==> config.mk <==
export PLATFORM = sky130hd
export DESIGN_NAME = if_fetch_unit
export DESIGN_NICKNAME = d
export VERILOG_FILES = /design/src/rtl/if_fetch_unit.sv
export SDC_FILE = /design/constraint.sdc
export NUM_CORES = 1
export LEC_CHECK = 0
export CAP_MARGIN = 30
export CORE_UTILIZATION = 25
export DETAILED_ROUTE_END_ITERATION = 16
export PLACE_DENSITY = 0.45
export SYNTH_ARGS = -nofsm -noshare
export SYNTH_HDL_FRONTEND = slang
export SYNTH_SLANG_ARGS = --single-unit
==> constraint.sdc <==
create_clock -name Clock -period 2.3 [get_ports Clock]
set_clock_uncertainty 0.15 [all_clocks]
set_input_delay 0.575 -clock Clock [delete_from_list [all_inputs] [get_ports Clock]]
set_output_delay 0.575 -clock Clock [all_outputs]
set_load 0.01 [all_outputs]
==> src/rtl/if_fetch_unit.sv <==
// if_fetch_unit: instruction-fetch front end.
// Owns the fetch PC, drives the instruction memory request/ready handshake
// and turns memory wait states, hazard stalls and branch/jump redirects into
// clean single-cycle write or flush commands for the IF/ID register.
// Optional build macro FETCH_PERF_CNT_EN adds fetch/stall/flush counters.
module if_fetch_unit #(
    parameter logic [31:0] RESET_PC = 32'h0000_0000,
    parameter logic [31:0] PC_INC   = 32'd4
) (
    input  logic        Clock,
    input  logic        Reset,
    input  logic        Stall,
    input  logic        Redirect,
    input  logic [31:0] RedirectTarget,
    input  logic        ImemReady,
    input  logic [31:0] ImemData,
    output logic        ImemReq,
    output logic [31:0] ImemAddr,
    output logic [31:0] Instruction_Out,
    output logic [31:0] PCI_Out,
    output logic        IFID_WriteEnable,
    output logic        IFID_Flush,
`ifdef FETCH_PERF_CNT_EN
    output logic [31:0] FetchCount,
    output logic [31:0] StallCycles,
    output logic [31:0] FlushCount,
`endif
    output logic [31:0] PC_Out
);

    typedef enum logic [1:0] {
        ST_START,
        ST_FETCH,
        ST_DRAIN,
        ST_HOLD
    } state_t;

    state_t      r_state;
    logic [31:0] r_holdInstr;
    logic [31:0] r_holdPci;

    logic [31:0] w_pcNext;
    logic [31:0] w_target;

    // Sequential PC and word-aligned redirect target (low two bits dropped).
    assign w_pcNext = PC_Out + PC_INC;
    assign w_target = RedirectTarget & ~32'h0000_0003;

    // Fetch FSM: Redirect beats Stall, Stall beats normal advance; strobes
    // default low so each write/flush lasts exactly one cycle.
    always_ff @(posedge Clock) begin
        if (Reset) begin
            r_state          <= ST_START;
            PC_Out           <= RESET_PC;
            ImemAddr         <= RESET_PC;
            ImemReq          <= 1'b0;
            Instruction_Out  <= 32'd0;
            PCI_Out          <= 32'd0;
            IFID_WriteEnable <= 1'b0;
            IFID_Flush       <= 1'b0;
            r_holdInstr      <= 32'd0;
            r_holdPci        <= 32'd0;
        end else begin
            IFID_WriteEnable <= 1'b0;
            IFID_Flush       <= 1'b0;
            case (r_state)
                ST_START: begin
                    ImemReq  <= 1'b1;
                    ImemAddr <= PC_Out;
                    r_state  <= ST_FETCH;
                end
                ST_FETCH: begin
                    if (Redirect) begin
                        PC_Out     <= w_target;
                        IFID_Flush <= 1'b1;
                        if (ImemReady) begin
                            ImemAddr <= w_target;
                        end else begin
                            // Outstanding request cannot be cancelled; wait it out.
                            r_state <= ST_DRAIN;
                        end
                    end else if (ImemReady) begin
                        if (Stall) begin
                            r_holdInstr <= ImemData;
                            r_holdPci   <= w_pcNext;
                            ImemReq     <= 1'b0;
                            r_state     <= ST_HOLD;
                        end else begin
                            Instruction_Out  <= ImemData;
                            PCI_Out          <= w_pcNext;
                            IFID_WriteEnable <= 1'b1;
                            PC_Out           <= w_pcNext;
                            ImemAddr         <= w_pcNext;
                        end
                    end
                end
                ST_DRAIN: begin
                    if (Redirect) begin
                        PC_Out     <= w_target;
                        IFID_Flush <= 1'b1;
                    end
                    if (ImemReady) begin
                        // Stale word is dropped; the new request goes to the latest PC.
                        ImemAddr <= Redirect ? w_target : PC_Out;
                        r_state  <= ST_FETCH;
                    end
                end
                ST_HOLD: begin
                    if (Redirect) begin
                        PC_Out     <= w_target;
                        ImemAddr   <= w_target;
                        ImemReq    <= 1'b1;
                        IFID_Flush <= 1'b1;
                        r_state    <= ST_FETCH;
                    end else if (!Stall) begin
                        Instruction_Out  <= r_holdInstr;
                        PCI_Out          <= r_holdPci;
                        IFID_WriteEnable <= 1'b1;
                        PC_Out           <= w_pcNext;
                        ImemAddr         <= w_pcNext;
                        ImemReq          <= 1'b1;
                        r_state          <= ST_FETCH;
                    end
                end
                default: begin
                    r_state <= ST_START;
                end
            endcase
        end
    end

`ifdef FETCH_PERF_CNT_EN
    // Performance counters: count registered strobes and cycles spent in HOLD.
    always_ff @(posedge Clock) begin
        if (Reset) begin
            FetchCount  <= 32'd0;
            StallCycles <= 32'd0;
            FlushCount  <= 32'd0;
        end else begin
            FetchCount  <= FetchCount + {31'd0, IFID_WriteEnable};
            FlushCount  <= FlushCount + {31'd0, IFID_Flush};
            StallCycles <= StallCycles + {31'd0, (r_state == ST_HOLD)};
        end
    end
`endif

endmodule
==> flow_summary.ini <==
[run_status]
status = finished, final reports clean

[worst_setup_path]
r2r_cells = 6
crit_required_ns = 1.57
end_kind = output pin
path_class = reg -> out
arrival_ns = 1.53
path_max_fanout = 8
crit_path_start_kind = flop
startpoint = PC_Out[6]$_SDFFE_PP0P_
timing.rr.start = PC_Out[13]$_SDFFE_PP0P_

[clocking]
root_buffer = clkbuf_16
clk_pin_slew_worst_paths_ns = 0.08
htree_levels = 4
ctsHoldBuffers = 0
cts_tree = built
clkLatencyLatePin_ns = 0.46
cts_sinks = 197
cts_buffers = 17
cts_buffer_depth = 2

[synth]
ys_ff_latch = 197
yosysWarnings = 0
avgSynthCellArea_sq_um = 7.850
synth.cell_area_sq_mm = 0.009334
syn-num-nets = 1259
netlist_instances = 1189
synth_edf_count = 0
yosys_most_used_dff = dfxtp_1
async_flop_share = 0
ys_seq_area_frac = 0.4225
synth_cell_types = 65

[sta]
slew_viol_final = 0
period_minus_slack_ns = 2.259
worstMarginPinSlew_ns = 0.6951
hold_ws_ns = 0.2142
setup_viol = 0
rsz0062_at_grt = no
tns_ns = 0
post-route-period-util = 0.9820
slew_headroom = 0.5317
hold_viol = 0
fmax_mhz = 442.8

[drt]
initialDrtViolationCount = 574
drtAntennaViolNets = 0
drtPass1Iterations = 8
routed_wl_mm = 38.31
wl_per_cell_um = 19.64
route.detailed.drc = 0
viasPerCell = 5.140
vias = 10030

[power_and_ir_drop]
total_power_w = 0.008360
p_leak_nw = 5.051
peakVddDrop_uv = 522.9
power.density_mw_per_mm2 = 610.2

[floorplan]
initial_utilization = 0.2543
io_pins = 200
core_sq_mm = 0.03670
rows = 70
dieArea_sq_mm = 0.03811
die_y_um = 195.2
die_w_um = 195.2

[final_layout]
finalInstanceArea_sq_mm = 0.01370
layout_commonest_cell = nand2_1
layout_common_cells = nand2_1 (212), dfxtp_1 (183), clkdlybuf4s50_1 (181)
area_growth_pct = 46.77
seq_area_sq_mm = 0.003969
drive_gt1_frac = 0.1794
antenna-diode-count = 0
final_cells = 1951
multiInputGateArea_sq_mm = 0.004965
fill_cells = 3836
layout.nets = 1540

[global_route]
grt_max_degree = 69
track_usage = 0.2018
grt_pass1_vias = 9709
grt_pass1_wl_mm = 58.81
antenna_found_initial = 0
grt-ovfl-total = 0

[min_path]
hp-start = Reset
worstHoldPathCells = 2
hp-class = in -> reg

[placement]
dpl.hpwl_mm = 28.03
globalplace.congestion = 0.9050
dpl_cell_area_sq_mm = 0.01297
placed_cells = 1918
portBuffers = 197

[flow_run]
drv_cap = 0
## timing repair
item,CTS,global route
cloned,0,0
buffers inserted,0,1
pin swaps,0,2
setup endpoints to repair,21,45
gates resized for setup,18,30
## metrics by stage
step | setup slack [ns] | utilization
finish | 0.04150 | 0.3733
global route | 0.0004389 | 0.3733
CTS | 0.004839 | 0.3705
detailed placement | -0.4074 | 0.3534
global placement | -0.3947 | 0.3534
floorplan | 0.02753 | -
## synthesized netlist by cell type (17+ instances only)
cell type    n  share of area
nand3_1     28          0.015
nand2_1    214          0.086
nor3_1      24          0.013
nor2_1     137          0.055
clkbuf_1    80          0.032
a21oi_1    101          0.054
o21ai_0     38          0.020
dfxtp_1    197           0.42
a31oi_1     17          0.011
a311oi_1    37          0.035
xnor2_1     17          0.016
o221ai_1    17          0.016
nand4_1     22          0.015
buf_2       27          0.014
a211oi_1    40          0.032
## layout make-up
| cell class | instances | area share |
|---|---|---|
| multi-input cells | 865 | 0.3624 |
| inverters | 13 | 0.003836 |
| flip-flops and latches | 197 | 0.2897 |
| clock buffers | 18 | 0.03206 |
| repair buffers | 376 | 0.2584 |
| clock inverters | 14 | 0.01087 |
| well taps | 468 | 0.04274 |
## logic make-up (layout without fill, tap and decap cells)
kind of cell             Yosys count  after routing  share of synthesized area
AO/OA/AOI/OAI                    340            340                     0.2513
XOR/XNOR                          23             23                    0.02158
adder cells (fa/ha/maj)            1              1                   0.001340
buffers and inverters            127            421                    0.05710
flip-flops                       197            197                     0.4225
multiplexers                       8              8                   0.008847
AND/OR/NAND/NOR                  493            493                     0.2373
## power by group
| part | total, W | internal [W] | leakage (nW) | switching (W) |
|---|---|---|---|---|
| clock | 0.00308 | 0.00149 | 0.291 | 0.00159 |
| sequential | 0.00368 | 0.00356 | 1.61 | 0.000115 |
| combinational | 0.00160 | 0.000749 | 3.15 | 0.000848 |
| total | 0.00836 | 0.00580 | 5.05 | 0.00256 |
## layer usage
| metal | routed length (um) | track usage | vias up |
|---|---|---|---|
| met1 | 18450 | 0.2825 | 4782 |
| met4 | 974 | 0.06678 | 0 |
| met3 | 2043 | 0.03696 | 48 |
| met5 | 0 | 0 | - |
| met2 | 16850 | 0.3104 | 330 |
| li1 | - | - | 4869 |
## worst paths after layout
| check | end | slack, ns |
|---|---|---|
| setup reg to reg | ImemAddr[22]$_SDFFE_PP0P_ | 0.08 |
| hold reg to reg | PCI_Out[4]$_SDFFE_PP0P_ | 0.30 |
| setup / recovery | PC_Out[6] | 0.04 |
| hold / removal | ImemAddr[1]$_SDFFE_PP0P_ | 0.21 |
## registers in the layout, indices dropped and copies added, names as in the netlist
name	cells
ImemReq	1
r_state	2
IFID_Flush	1
PC_Out	32
PCI_Out	32
Instruction_Out	32
r_holdPci	32
r_holdInstr	32
ImemAddr	32
IFID_WriteEnable	1
## worst max-delay path: stages (launching register included)
cell and delay, ns:
dfxtp_1 0.35, buf_4 0.18, clkdlybuf4s50_1 0.55
Note: power is estimated with default switching activity, not from simulation.
